**src/rtl/if_stage_if.sv**
```systemverilog
// Bus bundle between the fetch stage, instruction memory, the control inputs
// from EXEC/ID and the IF/ID pipeline register consumed by decode.
interface if_stage_if;
   // instruction memory request/response
   logic        imem_req;
   logic [31:0] imem_addr;
   logic        imem_ack;
   logic [31:0] imem_rdata;
   // pipeline control
   logic        stall;
   logic        redirect;
   logic [31:0] redirect_pc;
   // IF/ID pipeline register
   logic        ifid_valid;
   logic [31:0] ifid_instr;
   logic [31:0] ifid_pc;
   logic [31:0] ifid_pc4;

   // fetch stage side
   modport master (
      output imem_req, imem_addr,
      output ifid_valid, ifid_instr, ifid_pc, ifid_pc4,
      input  imem_ack, imem_rdata,
      input  stall, redirect, redirect_pc
   );

   // memory / pipeline environment side
   modport slave (
      input  imem_req, imem_addr,
      input  ifid_valid, ifid_instr, ifid_pc, ifid_pc4,
      output imem_ack, imem_rdata,
      output stall, redirect, redirect_pc
   );
endinterface

```
**src/rtl/if_stage.sv**
```systemverilog
// Instruction fetch stage: owns the PC, keeps one memory request in flight,
// loads the IF/ID register, parks one word in a hold buffer while decode
// stalls, and drops in-flight words after a branch/jump redirect.
module if_stage #(
   parameter logic [31:0] RESET_PC = 32'h0000_0000
) (
   input  logic       clk,
   input  logic       rst_n,
   if_stage_if.master bus
);

   typedef enum logic [1:0] {
      ST_IDLE    = 2'd0,
      ST_FETCH   = 2'd1,
      ST_HOLD    = 2'd2,
      ST_DISCARD = 2'd3
   } state_t;

   state_t      r_state;
   logic [31:0] r_pc;           // next address to fetch (redirect target in DISCARD)
   logic [31:0] r_disc_addr;    // address of the request being thrown away
   logic [31:0] r_hold_instr;
   logic [31:0] r_hold_pc;
   logic        r_ifid_valid;
   logic [31:0] r_ifid_instr;
   logic [31:0] r_ifid_pc;
   logic [31:0] r_ifid_pc4;

   state_t      w_state_next;
   logic [31:0] w_pc_next;
   logic [31:0] w_disc_addr_next;
   logic [31:0] w_hold_instr_next;
   logic [31:0] w_hold_pc_next;
   logic        w_ifid_valid_next;
   logic [31:0] w_ifid_instr_next;
   logic [31:0] w_ifid_pc_next;
   logic [31:0] w_ifid_pc4_next;

   logic [31:0] w_pc_plus4;
   logic [31:0] w_hold_pc_plus4;
   logic [31:0] w_target;
   logic        w_ifid_can_load;

   assign w_pc_plus4      = r_pc + 32'd4;
   assign w_hold_pc_plus4 = r_hold_pc + 32'd4;
   // low two bits of the target are dropped so fetches stay word aligned
   assign w_target        = bus.redirect_pc & 32'hFFFF_FFFC;
   // IF/ID can take a new word when decode consumes or the slot is empty
   assign w_ifid_can_load = !bus.stall || !r_ifid_valid;

   // memory request is a pure function of registered state
   assign bus.imem_req  = (r_state == ST_FETCH) || (r_state == ST_DISCARD);
   assign bus.imem_addr = (r_state == ST_DISCARD) ? r_disc_addr : r_pc;

   assign bus.ifid_valid = r_ifid_valid;
   assign bus.ifid_instr = r_ifid_instr;
   assign bus.ifid_pc    = r_ifid_pc;
   assign bus.ifid_pc4   = r_ifid_pc4;

   // next-state, PC, hold buffer and IF/ID register update
   always_comb begin
      w_state_next      = r_state;
      w_pc_next         = r_pc;
      w_disc_addr_next  = r_disc_addr;
      w_hold_instr_next = r_hold_instr;
      w_hold_pc_next    = r_hold_pc;
      w_ifid_valid_next = r_ifid_valid;
      w_ifid_instr_next = r_ifid_instr;
      w_ifid_pc_next    = r_ifid_pc;
      w_ifid_pc4_next   = r_ifid_pc4;

      case (r_state)
         ST_IDLE: begin
            w_state_next = ST_FETCH;
         end

         ST_FETCH: begin
            if (bus.redirect) begin
               // redirect wins over stall; any returning word is dropped
               w_ifid_valid_next = 1'b0;
               w_pc_next         = w_target;
               w_hold_instr_next = 32'd0;
               w_hold_pc_next    = 32'd0;
               if (!bus.imem_ack) begin
                  // request still outstanding: keep presenting its address
                  w_disc_addr_next = r_pc;
                  w_state_next     = ST_DISCARD;
               end
            end else if (bus.imem_ack) begin
               w_pc_next = w_pc_plus4;
               if (w_ifid_can_load) begin
                  w_ifid_valid_next = 1'b1;
                  w_ifid_instr_next = bus.imem_rdata;
                  w_ifid_pc_next    = r_pc;
                  w_ifid_pc4_next   = w_pc_plus4;
               end else begin
                  // decode is blocked: park the word until it frees up
                  w_hold_instr_next = bus.imem_rdata;
                  w_hold_pc_next    = r_pc;
                  w_state_next      = ST_HOLD;
               end
            end else if (!bus.stall) begin
               // decode consumed its word and nothing new arrived
               w_ifid_valid_next = 1'b0;
            end
         end

         ST_HOLD: begin
            if (bus.redirect) begin
               w_ifid_valid_next = 1'b0;
               w_pc_next         = w_target;
               w_hold_instr_next = 32'd0;
               w_hold_pc_next    = 32'd0;
               w_state_next      = ST_FETCH;
            end else if (!bus.stall) begin
               w_ifid_valid_next = 1'b1;
               w_ifid_instr_next = r_hold_instr;
               w_ifid_pc_next    = r_hold_pc;
               w_ifid_pc4_next   = w_hold_pc_plus4;
               w_state_next      = ST_FETCH;
            end
         end

         ST_DISCARD: begin
            // IF/ID is already invalid here; stalls change nothing
            w_ifid_valid_next = 1'b0;
            if (bus.redirect) begin
               // newer target replaces the stored one; old request still owed
               w_pc_next = w_target;
            end
            if (bus.imem_ack) begin
               w_state_next = ST_FETCH;
            end
         end

         default: begin
            w_state_next = ST_IDLE;
         end
      endcase
   end

   // state and datapath registers
   always_ff @(posedge clk or negedge rst_n) begin
      if (!rst_n) begin
         r_state      <= ST_IDLE;
         r_pc         <= RESET_PC;
         r_disc_addr  <= 32'd0;
         r_hold_instr <= 32'd0;
         r_hold_pc    <= 32'd0;
         r_ifid_valid <= 1'b0;
         r_ifid_instr <= 32'd0;
         r_ifid_pc    <= 32'd0;
         r_ifid_pc4   <= 32'd0;
      end else begin
         r_state      <= w_state_next;
         r_pc         <= w_pc_next;
         r_disc_addr  <= w_disc_addr_next;
         r_hold_instr <= w_hold_instr_next;
         r_hold_pc    <= w_hold_pc_next;
         r_ifid_valid <= w_ifid_valid_next;
         r_ifid_instr <= w_ifid_instr_next;
         r_ifid_pc    <= w_ifid_pc_next;
         r_ifid_pc4   <= w_ifid_pc4_next;
      end
   end

endmodule

```
**src/flat_wrapper.sv**
```systemverilog
// flat-port wrapper written by rule: the top's interface ports become plain ports
module if_stage_flat 
#(
   parameter logic [31:0] RESET_PC = 32'h0000_0000
)
  (clk, rst_n, bus_imem_req, bus_imem_addr, bus_ifid_valid, bus_ifid_instr, bus_ifid_pc, bus_ifid_pc4, bus_imem_ack, bus_imem_rdata, bus_stall, bus_redirect, bus_redirect_pc);
  if_stage_if bus_i ();
  input  logic clk;
  input  logic rst_n;
  output wire logic [$bits(bus_i.imem_req)-1:0] bus_imem_req;
  output wire logic [$bits(bus_i.imem_addr)-1:0] bus_imem_addr;
  output wire logic [$bits(bus_i.ifid_valid)-1:0] bus_ifid_valid;
  output wire logic [$bits(bus_i.ifid_instr)-1:0] bus_ifid_instr;
  output wire logic [$bits(bus_i.ifid_pc)-1:0] bus_ifid_pc;
  output wire logic [$bits(bus_i.ifid_pc4)-1:0] bus_ifid_pc4;
  input wire logic [$bits(bus_i.imem_ack)-1:0] bus_imem_ack;
  input wire logic [$bits(bus_i.imem_rdata)-1:0] bus_imem_rdata;
  input wire logic [$bits(bus_i.stall)-1:0] bus_stall;
  input wire logic [$bits(bus_i.redirect)-1:0] bus_redirect;
  input wire logic [$bits(bus_i.redirect_pc)-1:0] bus_redirect_pc;
  assign bus_imem_req = bus_i.imem_req;
  assign bus_imem_addr = bus_i.imem_addr;
  assign bus_ifid_valid = bus_i.ifid_valid;
  assign bus_ifid_instr = bus_i.ifid_instr;
  assign bus_ifid_pc = bus_i.ifid_pc;
  assign bus_ifid_pc4 = bus_i.ifid_pc4;
  assign bus_i.imem_ack = bus_imem_ack;
  assign bus_i.imem_rdata = bus_imem_rdata;
  assign bus_i.stall = bus_stall;
  assign bus_i.redirect = bus_redirect;
  assign bus_i.redirect_pc = bus_redirect_pc;
  if_stage #(.RESET_PC(RESET_PC)) u_core (.clk(clk), .rst_n(rst_n), .bus(bus_i));
endmodule
```
**config.mk**
```make
export PLATFORM = sky130hd
export DESIGN_NAME = if_stage_flat
export DESIGN_NICKNAME = d
export VERILOG_FILES = /design/src/rtl/if_stage_if.sv /design/src/rtl/if_stage.sv /design/src/flat_wrapper.sv
export SDC_FILE = /design/constraint.sdc
export NUM_CORES = 1
export LEC_CHECK = 0
export BUFFER_PORTS_ARGS = -buffer_cell sky130_fd_sc_hd__buf_2
export CAP_MARGIN = 20
export CORE_ASPECT_RATIO = 0.5
export CORE_MARGIN = 8
export CORE_UTILIZATION = 40
export CTS_CLUSTER_DIAMETER = 120
export DETAILED_ROUTE_END_ITERATION = 12
export PLACE_DENSITY = 0.68
export SYNTH_ARGS = -nofsm -noshare
export SYNTH_HDL_FRONTEND = slang
export SYNTH_SLANG_ARGS = --single-unit
```
**constraint.sdc**
```tcl
create_clock -name clk -period 3.6 [get_ports clk]
set_input_delay 0.18 -clock clk [delete_from_list [all_inputs] [get_ports clk]]
set_output_delay 0.18 -clock clk [all_outputs]
set_load 0.05 [all_outputs]
```
==> impl_metrics.tcl <==
set metrics [dict create \
    hp-start "bus_redirect_pc[12]" \
    hold_end "u_core.r_pc[12]" \
    ir_drop_mv 0.327 \
    ys_async_sr_fraction_pct 100 \
    seq_area_frac_synth_pct 50.1 \
    netlist_instances 1118 \
    h-tree-depth 1 \
    seqCellArea_um2 5480 \
    ioPinCount 199 \
    rsz0062_at_grt "false" \
    maxSlewViolCount 0 \
    cp_slowest_cell "dfrtp_1" \
    syn_area_per_cell_um2 9.77 \
    port_buffers 194 \
    gp_congestion 0.885 \
    drtIter0Drc 1049 \
    cts_tree "done" \
    synth_fa_ha_area_share_pct 0.229 \
    fin_skew_ns 0.0231 \
    drive_gt1_share_pct 25.4 \
    run_status "finished, final reports clean" \
    drt_first_pass_iters 7 \
    p_int_mw 5.19 \
    dieArea_um2 33200 \
    initial_utilization_pct 41.0 \
    r2r_setup_slack_ns 0.93 \
    p_leak_nw 5.97 \
    swShare_pct 40.0 \
    viasPerCell 5.59 \
    clk_pin_slew_ns 0.07 \
    worst-r2r-cell-count 6 \
    p_seq_share_pct 38.6 \
    yosysWarnings 0 \
    die_h_um 133 \
    worstSetupPathType "flip-flop to flip-flop" \
    cp-end-kind "flip-flop" \
    holdWs_ns 0.0200 \
    powerDensity_nw_per_um2 643 \
    grt.overflow.total 0 \
    synthFlopType "dfrtp_1" \
    mostFrequentLayoutCells "dfrtp_1 (219), nand2_1 (197), buf_2 (193)" \
    maxSlewHeadroom_pct 38.5 \
    nets 1369 \
    cts_buffers 22 \
    synth_top_family_by_area "simple AND/OR/NAND/NOR gates" \
    tightest_slew_ns 0.922 \
    post_drt_wl_per_cell_um 19.6 \
    hold_depth 3 \
    worstPathRequired_ns 3.98 \
    synth-xor-area-share_pct 4.01 \
    final_common_cell "dfrtp_1" \
    floorplan.die.width_um 250 \
    clock_sinks 219 \
    synthToLayoutAreaGrowth_pct 23.0 \
    synthSimpleGateAreaFrac_pct 16.5 \
    arrival_ns 3.04 \
    combPwrFrac_pct 32.4 \
    synth_edf_count 0 \
    multiInputGateArea_um2 4960 \
    setup_viol 0 \
    core_area_um2 26600 \
    synth_area_um2 10900 \
    post_cts_buffers 0 \
    finalHoldViolations 0 \
    hp-class "input pin to flip-flop" \
    dp_hpwl_um 22500 \
    first_global_vias 9154 \
    clockRootBuffer "clkbuf_16" \
    detail_route.wirelength_um 32700 \
    startpoint_type "flip-flop" \
    r2r-start "u_core.r_pc[2]" \
    min_period_over_period_pct 74.1 \
    switchingPower_mw 3.45 \
    route.detailed.drc 0 \
    clk_path_buf_depth 3 \
    grt_pass1_wl_um 51800 \
    muxShareOfSynthArea_pct 7.57 \
    ant_nets 0 \
    path_cells "ha_1 > nand4_1 > nor3_2 > nand3_1 > xor2_1 > o211ai_1" \
    cp_slowest_stage_delay_ns 0.59 \
    rows 42 \
    clock_power_share_pct 29.0 \
    vias 9326 \
    synth_cell_types 52 \
    synth_compound_area_share_pct 16.5 \
    n_fill_cell 2402 \
    drv_cap 0 \
    insertion_delay_ns 0.53 \
    antenna_found_initial 2 \
    fmax_ghz 0.375 \
    r2r_end "u_core.bus.ifid_pc4[28]" \
    path_max_fanout 8 \
    grt_use_total_pct 19.0 \
    fin_tns_setup_ns 0 \
    fin_crit_ns 2.67 \
    ys_seq_elements 219 \
    grt_max_degree 111 \
]
-- cells by family after synthesis --
| family | count (synthesis) |
|---|---|
| AND/OR/NAND/NOR | 392 |
| AO/OA/AOI/OAI | 256 |
| flip-flops | 219 |
| buffers and inverters | 123 |
| multiplexers | 75 |
| XOR/XNOR | 50 |
| adder cells (fa/ha/maj) | 2 |
| other | 1 |
-- critical path, delay by kind of cell, from the launching register on --
kind                       cells  cell delay, ns
xor gates and xnor gates       1            0.31
DFF                            1            0.59
adders and majority gates      1            0.34
AOI/OAI and AO/OA              1            0.11
and+or+nand+nor                3            1.16
-- state kept, by name (all words and copies together) (netlist names) --
register	count
u_core.bus.ifid_pc	30
u_core.bus.ifid_instr	32
u_core.bus.ifid_pc4	31
u_core.r_state	2
u_core.bus.ifid_valid	1
u_core.r_hold_pc	31
u_core.r_pc	30
u_core.r_hold_instr	32
u_core.r_disc_addr	30
-- Yosys cell counts (all sizes together), types with 15 or more instances --
master	number	area (µm²)
a21oi	35	175
a22o	32	280
a2bb2oi	15	131
a31oi	67	419
a32o	32	320
buf	51	273
clkbuf	63	239
dfrtp	219	5480
mux2	61	687
nand2	198	743
nand3	26	140
nand4	22	174
nor2	93	349
o21ai	30	150
o22ai	20	125
xor2	37	324
-- how the worst max path moves through the flow --
stage / slack (ns) / end / start / cells after the start
floorplan: 1.66 / u_core.bus.ifid_pc4[11] / u_core.bus.ifid_valid / 6
global placement: 0.94 / u_core.bus.ifid_pc4[30] / u_core.r_state[0] / 6
detailed placement: 0.88 / u_core.bus.ifid_pc4[28] / u_core.r_state[0] / 6
CTS: 0.87 / u_core.bus.ifid_pc4[28] / u_core.r_state[0] / 6
global route: 0.72 / u_core.bus.ifid_instr[22] / u_core.r_state[1] / 6
finish: 0.93 / u_core.bus.ifid_pc4[28] / u_core.r_pc[2] / 6
-- cell type report --
type / instances / share of cell area [%]
clock buffers: 29 / 4.59
diodes: 2 / 0.0372
flip-flops and latches: 219 / 40.8
repair buffers: 269 / 12.9
clock inverters: 11 / 1.26
multi-input cells: 777 / 36.9
well taps: 352 / 3.28
inverters: 9 / 0.251
-- per-stage QoR --
stage / utilization (%) / power [mW] / instance area [µm²] / setup slack [ns] / instances
after detailed placement: 45.3 / 6.14 / 12100 / 0.882 / 1571
after floorplan: - / 5.35 / 10900 / 1.66 / 1119
after global placement: 45.3 / 6.08 / 12100 / 0.937 / 1571
after CTS: 50.3 / 8.71 / 13400 / 0.866 / 1665
after global routing: 50.4 / 9.02 / 13400 / 0.718 / 1668
final: 50.4 / 8.65 / 13400 / 0.932 / 1668
-- per-layer routing --
| metal | up-vias | part of all wire (%) | global-route usage [%] |
|---|---|---|---|
| met5 | - | 0 | 0 |
| met4 | 0 | 2.6 | 5.41 |
| met3 | 48 | 6.8 | 3.85 |
| met2 | 313 | 47 | 30.9 |
| met1 | 4612 | 43 | 25.5 |
| li1 | 4353 | - | - |
-- power by group through the flow --
stage	clock (mW)	sequential, mW	combinational [mW]
floorplan	0	4.09	1.25
global placement	0	3.34	2.74
detailed placement	0	3.37	2.77
CTS	2.56	3.33	2.82
global route	2.66	3.39	2.96
finish	2.51	3.34	2.80
-- repair_timing --
action	in CTS	in global routing
endpoints found under the hold margin	172	0
resized for setup	0	0
hold buffers	54	0
No activity file was read; power rests on OpenSTA's default activity.
